## config.mk

```make
export PLATFORM = sky130hd
export DESIGN_NAME = rle_word_packer
export DESIGN_NICKNAME = d
export VERILOG_FILES = /design/src/rtl/rle_pkg.sv /design/src/rtl/word_fifo.sv /design/src/rtl/rle_word_packer.sv
export SDC_FILE = /design/constraint.sdc
export NUM_CORES = 1
export LEC_CHECK = 0
export ABC_AREA = 1
export CORE_UTILIZATION = 65
export CTS_BUF_LIST = sky130_fd_sc_hd__clkbuf_8
export CTS_CLUSTER_DIAMETER = 50
export DETAILED_ROUTE_END_ITERATION = 10
export GPL_ROUTABILITY_DRIVEN = 1
export PLACE_DENSITY = 0.85
export SYNTH_ARGS = -nofsm -noshare
export SYNTH_HDL_FRONTEND = slang
export SYNTH_SLANG_ARGS = --single-unit
export TNS_END_PERCENT = 1
```

## constraint.sdc

```tcl
create_clock -name clk -period 7.48 [get_ports clk]
set_input_delay 1.122 -clock clk [delete_from_list [all_inputs] [get_ports clk]]
set_output_delay 1.122 -clock clk [all_outputs]
set_load 0.02 [all_outputs]
```

## src/rtl/rle_pkg.sv

```systemverilog
// rtl/rle_pkg.sv - shared definitions for the DCT/threshold/RLE chain
package rle_pkg;

    localparam int VAL_W = 12;
    localparam int CNT_W = 3;
    localparam int SYM_W = VAL_W + CNT_W;

    typedef struct packed {
        logic [CNT_W-1:0]        cnt;
        logic signed [VAL_W-1:0] val;
    } rle_sym_t;

    typedef enum logic {
        RUN   = 1'b0,
        FLUSH = 1'b1
    } rle_state_e;

endpackage

```

## src/rtl/word_fifo.sv

```systemverilog
// rtl/word_fifo.sv - small output FIFO with registered count and full/empty flags
module word_fifo #(
    parameter int WIDTH = 33,
    parameter int DEPTH = 4
) (
    input  logic             clk,
    input  logic             rst_n,
    input  logic             push,
    input  logic [WIDTH-1:0] push_data,
    input  logic             pop,
    output logic [WIDTH-1:0] pop_data,
    output logic             full,
    output logic             empty
);

    localparam int PTR_W = (DEPTH > 1) ? $clog2(DEPTH) : 1;
    localparam logic [PTR_W:0]   DEPTH_C = (PTR_W+1)'(DEPTH);
    localparam logic [PTR_W-1:0] PTR_ONE = PTR_W'(1);
    localparam logic [PTR_W:0]   CNT_ONE = (PTR_W+1)'(1);

    logic [WIDTH-1:0] mem_q [DEPTH];
    logic [WIDTH-1:0] mem_d [DEPTH];
    logic [PTR_W-1:0] wr_q, wr_d, rd_q, rd_d;
    logic [PTR_W:0]   count_q, count_d;
    logic             do_push, do_pop;

    // Space is judged on the registered count, so a same-cycle pop never frees room for a push.
    assign full     = (count_q == DEPTH_C);
    assign empty    = (count_q == '0);
    assign do_push  = push && !full;
    assign do_pop   = pop && !empty;
    assign pop_data = empty ? '0 : mem_q[rd_q];

    always_comb begin
        for (int i = 0; i < DEPTH; i++) mem_d[i] = mem_q[i];
        wr_d    = wr_q;
        rd_d    = rd_q;
        count_d = count_q;
        if (do_push) begin
            mem_d[wr_q] = push_data;
            wr_d        = wr_q + PTR_ONE;
        end
        if (do_pop) rd_d = rd_q + PTR_ONE;
        case ({do_push, do_pop})
            2'b10:   count_d = count_q + CNT_ONE;
            2'b01:   count_d = count_q - CNT_ONE;
            default: count_d = count_q;
        endcase
    end

    always_ff @(posedge clk or negedge rst_n) begin
        if (!rst_n) begin
            for (int i = 0; i < DEPTH; i++) mem_q[i] <= '0;
            wr_q    <= '0;
            rd_q    <= '0;
            count_q <= '0;
        end else begin
            for (int i = 0; i < DEPTH; i++) mem_q[i] <= mem_d[i];
            wr_q    <= wr_d;
            rd_q    <= rd_d;
            count_q <= count_d;
        end
    end

endmodule

```

## src/rtl/rle_word_packer.sv

```systemverilog
// rtl/rle_word_packer.sv - packs RLE symbols LSB-first into fixed words with flush-terminated records
module rle_word_packer
    import rle_pkg::*;
#(
    parameter int VAL_W      = rle_pkg::VAL_W,
    parameter int CNT_W      = rle_pkg::CNT_W,
    parameter int WORD_W     = 32,
    parameter int FIFO_DEPTH = 4
) (
    input  logic              clk,
    input  logic              reset,
    input  logic              sym_valid,
    output logic              sym_ready,
    input  logic [VAL_W-1:0]  sym_value,
    input  logic [CNT_W-1:0]  sym_count,
    input  logic              flush,
    output logic              word_valid,
    input  logic              word_ready,
    output logic [WORD_W-1:0] word_data,
    output logic              word_last,
    output logic              busy
);

    localparam int SYM_BITS = VAL_W + CNT_W;
    localparam int ACC_W    = 2 * WORD_W;
    localparam int FILL_W   = $clog2(WORD_W + SYM_BITS + 1);
    localparam logic [FILL_W-1:0] WORD_F = FILL_W'(WORD_W);
    localparam logic [FILL_W-1:0] SYM_F  = FILL_W'(SYM_BITS);

    rle_state_e        state_q, state_d;
    logic [ACC_W-1:0]  acc_q, acc_d;
    logic [FILL_W-1:0] fill_q, fill_d;
    logic [ACC_W-1:0]  sym_ext;
    logic [WORD_W-1:0] pad_mask;
    logic              push;
    logic [WORD_W:0]   push_data;
    logic [WORD_W:0]   head;
    logic              fifo_full, fifo_empty;
    logic              sym_fire;

    assign sym_ready  = (state_q == RUN) && (fill_q <= WORD_F);
    assign sym_fire   = sym_valid && sym_ready;
    assign word_valid = !fifo_empty;
    assign word_last  = head[WORD_W];
    assign word_data  = head[WORD_W-1:0];
    assign busy       = (state_q == FLUSH) || !fifo_empty || (fill_q != '0);

    always_comb begin
        state_d   = state_q;
        acc_d     = acc_q;
        fill_d    = fill_q;
        push      = 1'b0;
        push_data = '0;
        sym_ext   = ACC_W'({sym_count, sym_value});
        pad_mask  = ~({WORD_W{1'b1}} << fill_q);

        // Full words leave only when strictly more than a word is held, so a remainder always survives.
        if (!fifo_full && (fill_q > WORD_F)) begin
            push      = 1'b1;
            push_data = {1'b0, acc_q[WORD_W-1:0]};
            acc_d     = acc_q >> WORD_W;
            fill_d    = fill_q - WORD_F;
        end

        case (state_q)
            RUN: begin
                if (sym_fire) begin
                    acc_d  = acc_d | (sym_ext << fill_q);
                    fill_d = fill_d + SYM_F;
                end
                if (flush && (fill_d != '0)) state_d = FLUSH;
            end
            FLUSH: begin
                if (fill_q == '0) begin
                    state_d = RUN;
                end else if (!fifo_full && (fill_q <= WORD_F)) begin
                    push      = 1'b1;
                    push_data = {1'b1, acc_q[WORD_W-1:0] & pad_mask};
                    acc_d     = '0;
                    fill_d    = '0;
                    state_d   = RUN;
                end
            end
            default: state_d = RUN;
        endcase
    end

    always_ff @(posedge clk or negedge reset) begin
        if (!reset) begin
            state_q <= RUN;
            acc_q   <= '0;
            fill_q  <= '0;
        end else begin
            state_q <= state_d;
            acc_q   <= acc_d;
            fill_q  <= fill_d;
        end
    end

    word_fifo #(
        .WIDTH (WORD_W + 1),
        .DEPTH (FIFO_DEPTH)
    ) u_fifo (
        .clk       (clk),
        .rst_n     (reset),
        .push      (push),
        .push_data (push_data),
        .pop       (word_valid && word_ready),
        .pop_data  (head),
        .full      (fifo_full),
        .empty     (fifo_empty)
    );

endmodule

```

Word-level counts from Yosys, hierarchy flattened --
Cells that the tools add are included.
Word-level totals: latch bits 0, memory bits (writable) 0, ROM bits 0, output and inout bits 36, word-level logic and storage cells 81, memories 0, input bits 20, register bits after elaboration 210
Cells by class: magnitude comparators 5, mux-type cells 31, divide/modulo/power cells 0, equal/unequal tests 3, $mul 0, shift operators 2, bitwise gates (word level) 6, add/subtract/negate cells 6, reduce and logical (&&, ||, !) cells 18
Operators with widths (number):
- two-way mux 64 bit | 4
- two-way mux 33 bit | 7
- bitwise mux 132 bit | 1
- case mux 64 bit (2 select lines) | 1
- binary-select mux 33 bit (select 2 bit) | 1
- demux 33 bit (select 2 bit) | 1
- bitwise OR 64 bit | 1
- << shifter 15 x 6 -> 64 bit | 1
- bitwise AND 32 bit | 1
- two-way mux 32 bit | 1
- inverter 32 bit | 1
- << shifter 32 x 6 -> 32 bit (first input constant) | 1
- two-way mux 6 bit | 5
- case mux 6 bit (2 select lines) | 1
- nonzero test 6 bit | 2
- logical AND 1 bit | 9
- two-way mux 1 bit | 7
- adder 6 x 4 -> 6 bit (second input constant) | 1
- >= comparator 3 bit (second input constant) | 2
- > comparator 6 bit (second input constant) | 1
- <= comparator 6 bit (second input constant) | 1
- zero test 6 bit | 1
- inverter 2 -> 3 bit | 2
- case mux 3 bit (2 select lines) | 1
- other kinds (14) | 17

Longest topological paths before layout --
Gate-level depths: netlist of run 1.
depth in word-level cells 11, gate-level depth with buffers 16, gate-level depth less buffers 13

Modules after synthesis --
From an unflattened synthesis of run 1, not the netlist that was laid out.
Unflattened totals: cell total of the unflattened synthesis 1727, area, all modules 12191.7 um^2
By module, submodules not included:
- word_fifo | area each 7493.4 um^2, times used 1, cells each 1029, seq. area each 3478.3 um^2
- rle_word_packer | area each 4698.3 um^2, times used 1, cells each 698, seq. area each 1776.7 um^2

Worst setup path before layout of run 1 --
No wires, ideal clock.
kind reg2reg, start point register fill_q[0], end point register u_fifo.count_q[2], data required time 7.356 ns, library setup time 0.124 ns, path slack 4.344 ns, data arrival time 3.011 ns, period minus slack after synthesis 3.136 ns, cell stages (with the launch flop) 17, buffers on the path 3, cell sequence dfrtp_1 clkbuf_1 inv_1 clkbuf_1 ha_1 nand3_1 nand2_1 inv_1 nor2_4 o21bai_1 buf_2 ha_1 inv_1 fa_1 a21oi_1 o21ai_0 xnor2_1
Between the ends: cells in the longest elaborated chain, start to end 9, elaborated cells on any way between the ends 14, classes of those cells 2 x order compare; 2 x eq/ne; 5 x mux; 5 x reduce/logical
Ends and longest elaborated chain:
- start: declaration | RTL line rle_word_packer.sv:32 | logic [FILL_W-1:0] fill_q, fill_d;
- start signal: assignment | RTL line rle_word_packer.sv:96 | fill_q <= fill_d;
- > comparator 6 bit | RTL line rle_word_packer.sv:58 | if (!fifo_full && (fill_q > WORD_F)) begin
- logical AND 1 bit | RTL line rle_word_packer.sv:58
- two-way mux 1 bit | RTL line rle_word_packer.sv:58
- two-way mux 1 bit | RTL line rle_word_packer.sv:76 | end else if (!fifo_full && (fill_q <= WORD_F)) begin
- two-way mux 1 bit | RTL line rle_word_packer.sv:74 | if (fill_q == '0) begin
- two-way mux 1 bit * | RTL line rle_word_packer.sv:65 | case (state_q)
- logical AND 1 bit * | RTL line word_fifo.sv:30 | assign do_push = push && !full;
- == test 2 x 1 -> 1 bit or == test 2 bit (tied branches) | RTL line word_fifo.sv:44 | case ({do_push, do_pop})
- case mux 3 bit (2 select lines) or nonzero test 2 bit (tied branches)
- end signal: assignment | RTL line word_fifo.sv:61 | count_q <= count_d;
- end: declaration | RTL line word_fifo.sv:24 | logic [PTR_W:0] count_q, count_d;
Every way passes the cells marked *; elsewhere a longest branch is shown, timed or not. A chain may end at the register's enable or synchronous reset.

Worst setup path in the final report of run 1 --
start point register u_fifo.rd_q[0], end point output word_data[30]
Between the ends: cells in the longest elaborated chain, start to end 5
Ends and longest elaborated chain:
- start: declaration | RTL line word_fifo.sv:23 | logic [PTR_W-1:0] wr_q, wr_d, rd_q, rd_d;
- start signal: assignment | RTL line word_fifo.sv:60 | rd_q <= rd_d;
- inverter 2 -> 3 bit (not written as such) | RTL line word_fifo.sv:32 | assign pop_data = empty ? '0 : mem_q[rd_q];
- binary-select mux 33 bit (select 2 bit) | RTL line word_fifo.sv:32
- two-way mux 33 bit (not written as such) (2 in a row) | RTL line word_fifo.sv:32
- two-way mux 33 bit | RTL line word_fifo.sv:32
- end: declaration | RTL line rle_word_packer.sv:19 | output logic [WORD_W-1:0] word_data,
No other way between the ends. The select of a mux whose other input is x is not followed.

==> results of run 1 <==
[area by class of cell]
cell class              instances  area share [%]
repair buffers                 73            5.47
multi-input cells            1138            41.6
well taps                     220            2.19
flip-flops and latches        210            41.7
inverters                     113            3.37
clock inverters                15           0.626
clock buffers                  46            5.03
[Yosys cell counts (all sizes together)]
cell type  number  area, um^2
nand4          21         131
o31ai           2        15.0
o21a            1        7.51
and2            1        6.26
buf            37         190
o2111a          1        11.3
nor3            2        10.0
inv           111         417
ha              9         113
nand2         503        1900
nand3         176         886
clkinv          2        7.51
clkbuf         65         244
a31oi           2        12.5
xor2            3        26.3
nor2           77         318
o21bai          1        7.51
a21oi         120         616
fa              1        20.0
o211ai          2        15.0
o21ai         189         946
xnor2           2        17.5
mux2i           6        60.1
dfrtp         210        5260
o22ai          19         119
[state kept, by name (all words and copies together) (netlist names)]
signal	count
fill_q	6
u_fifo.wr_q	2
u_fifo.count_q	3
acc_q	64
u_fifo.mem_q	132
u_fifo.rd_q	2
state_q	1
[routing by layer]
metal	part of all wire, %	GRT usage, %
met5	0	0
met4	3.4	16.1
met3	8.7	5.97
met2	47	59.9
met1	41	50.8
[worst register-to-register path, delay by kind of cell, from the launching register on]
family | cells | cell delay [ns]
AO/OA/AOI/OAI | 1 | 0.28
adder cells (fa/ha/maj) | 1 | 0.40
buffers and inverters | 4 | 1.42
flip-flops | 1 | 0.80
AND/OR/NAND/NOR | 6 | 1.33
[power breakdown]
group	internal [mW]	total, mW	switching (mW)
sequential	1.53	1.76	0.226
clock	0.555	1.04	0.485
combinational	0.987	3.07	2.08
total	3.07	5.87	2.79
[cell families after synthesis]
logic type | after synthesis | synth area share (%)
AND/OR/NAND/NOR | 780 | 28.6
AO/OA/AOI/OAI | 337 | 15.4
flip-flops | 210 | 46.3
multiplexers | 6 | 0.529
adder cells (fa/ha/maj) | 10 | 1.17
XOR/XNOR | 5 | 0.386
buffers and inverters | 215 | 7.57
[worst max path at each step]
stage / start / end
floorplan: fill_q[0] / u_fifo.count_q[2]
finish: u_fifo.rd_q[0] / word_data[30]
CTS: u_fifo.rd_q[0] / word_data[30]
detailed placement: fill_q[1] / u_fifo.mem_q[111]
global placement: u_fifo.rd_q[0] / word_data[14]
global route: u_fifo.rd_q[0] / word_data[30]
[cell usage in the layout (no fill, tap or decap), types with 3 or more instances in the layout]
master | synthesis | final
a21oi_1 | 118 | 118
buf_4 | 3 | 18
clkbuf_8 | 0 | 47
clkdlybuf4s50_1 | 0 | 54
dfrtp_1 | 210 | 209
ha_1 | 9 | 9
inv_1 | 104 | 113
inv_2 | 7 | 7
mux2i_1 | 6 | 6
nand2_1 | 500 | 500
nand2_2 | 3 | 3
nand3_1 | 175 | 175
nand4_1 | 21 | 21
nor2_1 | 73 | 72
nor2_2 | 2 | 3
o21ai_0 | 181 | 181
o21ai_1 | 8 | 8
o22ai_1 | 19 | 19
xor2_1 | 3 | 3
==> flow_summary.ini, run 1 <==
[die]
rows = 47
initial_core_util_pct = 67.5
die-area_um2 = 18000
die_y_um = 134
io_pins = 56
core_area_um2 = 16800
die_width_um = 134

[clock_network]
root_buffer = clkbuf_8
htreeDepth = 2
ctsHoldBuffers = 0
clkLatencyLatePin_ns = 0.55
clkSinkCount = 210
cts_tree = built
path_clk_slew_ns = 0.06
clk_path_buf_depth = 3
cts_resized = 0
post_cts_buffers = 0
numCtsBuffers = 36

[final_layout]
final_cells = 1815
drive_gt1_share_pct = 5.71
multiInputGateArea_um2 = 5240
antenna_cells = 0
seq_area_um2 = 5260
final_util_pct = 74.9
finalInstanceArea_um2 = 12600
fin_nets = 1602
fillers = 1303
syn_to_final_growth_pct = 11.0

[worst_setup_path]
path_class = reg2out
rr_startpoint = fill_q[1]
r2r_end = u_fifo.mem_q[118]
slowest_stage = clkdlybuf4s50_1
crit_fanout = 68
rrSetupSlack_ns = 3.21
worst-path-stages = 7
path_buf_inv = 4
crit_required_ns = 6.36
crit_family = buffers and inverters
crit_chain = buf_4 > inv_1 > buf_4 > a21oi_1 > o21ai_0 > a21oi_1 > clkdlybuf4s50_1
critPathCaptureType = primary output
crit_arrival_ns = 3.73
critPathMaxStageDelay_ns = 0.65
start_kind = flop
r2r_cells = 12

[run_status]
status = finished, final reports clean

[drt]
drtIter0Drc = 1290
wl_mm = 32.3
wl_per_cell_um = 17.8
drc_errors = 0
num_vias = 11042
vias_per_cell = 6.08
drtPass1Iterations = 6
detail-route-antenna-nets = 0

[power_and_ir_drop]
power_density_nw_per_um2 = 466
fin_total_pwr_mw = 5.87
peakVddDrop_uv = 389
p_leak_nw = 6.25

[grt]
first_global_vias = 10404
grt.overflow.total = 0
grt_max_degree = 94
grt_pass1_wl_mm = 53.1
grt_usage_pct = 37.4
antenna_found_initial = 0

[place]
gp_congestion = 0.960
numPortBuffers = 55
hpwlAfterDp_mm = 20.7
pre_cts_slack_ns = 3.30
postPlaceCellArea_um2 = 11900
dp.cells = 1754

[logic_synthesis]
synthDistinctLibCells = 37
synth-seq-cells = 210
syn_inst = 1563
syn_area_um2 = 11300
syn-num-nets = 1593
yosysWarnings = 0
ys_seq_area_share_pct = 46.3
post_synth.cell_area_avg_um2 = 7.26

[sta]
finalWorstSetupSlack_ns = 2.63
rsz0062_at_grt = no
slew_headroom_pct = 15.0
max_slew.worst_pin.slew_ns = 1.27
hold_viol = 0
hold_ws_ns = 0.475
maxSlewViolCount = 0
final.setup.tns_ns = 0
fin_crit_ns = 4.85
max_freq_mhz = 206
final.setup_skew_ns = 0.0266
setup_viol = 0
period_share_pct = 64.8

[worst_hold_path]
min_to = acc_q[35]
hp-start = acc_q[35]
whs_path_depth = 2
hold_class = reg2reg

[job]
drv_cap = 0
Power figures use the tool's default switching activity.
==> run 2, diff against run 1 <==
CORE_UTILIZATION = 57   (was 65)
PLACE_DENSITY = 0.79   (was 0.85)
clock period = 3.94 ns   (was 7.48 ns; I/O delays follow)
==> flow_summary.ini, run 2 (same netlist as run 1, synthesis figures left out) <==
[sta]
slew_headroom_pct = 45.1
rsz0062_at_grt = no
finalWorstSetupSlack_ns = 0.479
hold_viol = 0
maxSlewViolCount = 0
final.setup.tns_ns = 0
setup_viol = 0
fin_crit_ns = 3.46
max_slew.worst_pin.slew_ns = 0.823
max_freq_mhz = 289
period_share_pct = 87.9
final.setup_skew_ns = 0.0278

[clock_network]
ctsHoldBuffers = 0
clkSinkCount = 210
clk_path_buf_depth = 3
numCtsBuffers = 36
cts_tree = built
clkLatencyLatePin_ns = 0.53
htreeDepth = 2
cts_resized = 0
post_cts_buffers = 0
path_clk_slew_ns = 0.06
root_buffer = clkbuf_8

[grt]
grt_max_degree = 94
grt_pass1_wl_mm = 51.8
grt.overflow.total = 0
antenna_found_initial = 0
grt_usage_pct = 32.4
first_global_vias = 9937

[final_layout]
largestRegisters = u_fifo.mem_q: 132 flops, acc_q: 64 flops, fill_q: 6 flops
regMostFlops = u_fifo.mem_q
final_cell_mix = 500 x nand2_1, 209 x dfrtp_1, 181 x o21ai_0
fin_nets = 1612
drive_gt1_share_pct = 6.23
antenna_cells = 0
final_common_cell = nand2_1
final_util_pct = 65.3
finalInstanceArea_um2 = 12700
largest_reg_flops = 132
syn_to_final_growth_pct = 11.9

[die]
die_width_um = 143
core_area_um2 = 19500
rows = 51
die_y_um = 143
io_pins = 56
initial_core_util_pct = 58.3
die-area_um2 = 20500

[worst_setup_path]
crit_arrival_ns = 2.87
crit_required_ns = 3.35
path_class = reg2out
rrSetupSlack_ns = 0.70
critPathCaptureType = primary output
r2r_cells = 11
r2r_end = u_fifo.mem_q[38]
start_kind = flop
crit_fanout = 26
rr_startpoint = fill_q[1]

[power_and_ir_drop]
fin_total_pwr_mw = 11.1
peakVddDrop_uv = 611
p_leak_nw = 6.29
power_density_nw_per_um2 = 872

[drt]
num_vias = 10779
wl_per_cell_um = 17.1
drtPass1Iterations = 5
wl_mm = 32.0
drc_errors = 0
drtIter0Drc = 1092
vias_per_cell = 5.77
detail-route-antenna-nets = 0

[place]
postPlaceCellArea_um2 = 12000
hpwlAfterDp_mm = 20.5
numPortBuffers = 55
gp_congestion = 1.02
pre_cts_slack_ns = 0.752

[run_status]
status = finished, final reports clean

[worst_hold_path]
hold_class = in2async

[job]
drv_cap = 0
## run 2: changes by cell type in the layout (fill, tap and decap cells not counted), sizes merged
cell,previous run,this run
clkinv,4,8
inv,122,121
clkbuf,47,44
clkinvlp,2,1
buf,18,28
## run 2: area by class of cell
cell class	count	area (um^2)
clock buffers	43	592
repair buffers	83	777
fillers	1725	6760
inverters	113	424
clock inverters	17	80.1
multi-input cells	1138	5240
well taps	265	332
flip-flops and latches	210	5260
## run 2: worst max-delay path, cell delays in order, from the launching register on
cell             delay (ns)
dfrtp_2                0.40
inv_1                  0.57
buf_4                  0.37
o21ai_0                0.15
a21oi_1                0.20
clkdlybuf4s50_1        0.64
## run 2: metal layers
layer	up-vias	GRT usage, %	share of wire [%]
met5	-	0	0
met4	0	11.4	2.7
met3	75	5.00	7.1
met2	474	51.0	46
met1	5068	45.5	44
li1	5162	-	-
## run 2: report_power, final
group | leakage (nW) | internal [mW] | switching (mW)
clock network | 0.385 | 0.989 | 0.873
logic | 3.06 | 1.92 | 4.02
registers | 2.85 | 2.91 | 0.374
## run 2: metrics by stage
stage / hold WS, ns / instances
finish: 0.138 / 1869
global route: 0.182 / 1869
CTS: 0.160 / 1869
detailed placement: 0.460 / 1809
global placement: 0.457 / 1809
floorplan: 0.295 / 1563
## run 2: worst max path at each step
stage,startpoint,endpoint,slack [ns],cells after the start
3_5_place_dp,fill_q[1],u_fifo.mem_q[57],0.75,11
4_1_cts,u_fifo.rd_q[0],word_data[4],0.50,5
2_1_floorplan,fill_q[0],u_fifo.count_q[2],0.80,16
3_3_place_gp,fill_q[1],u_fifo.mem_q[57],0.94,11
6_report,u_fifo.rd_q[0],word_data[23],0.48,5
5_1_grt,u_fifo.rd_q[0],word_data[4],0.34,5
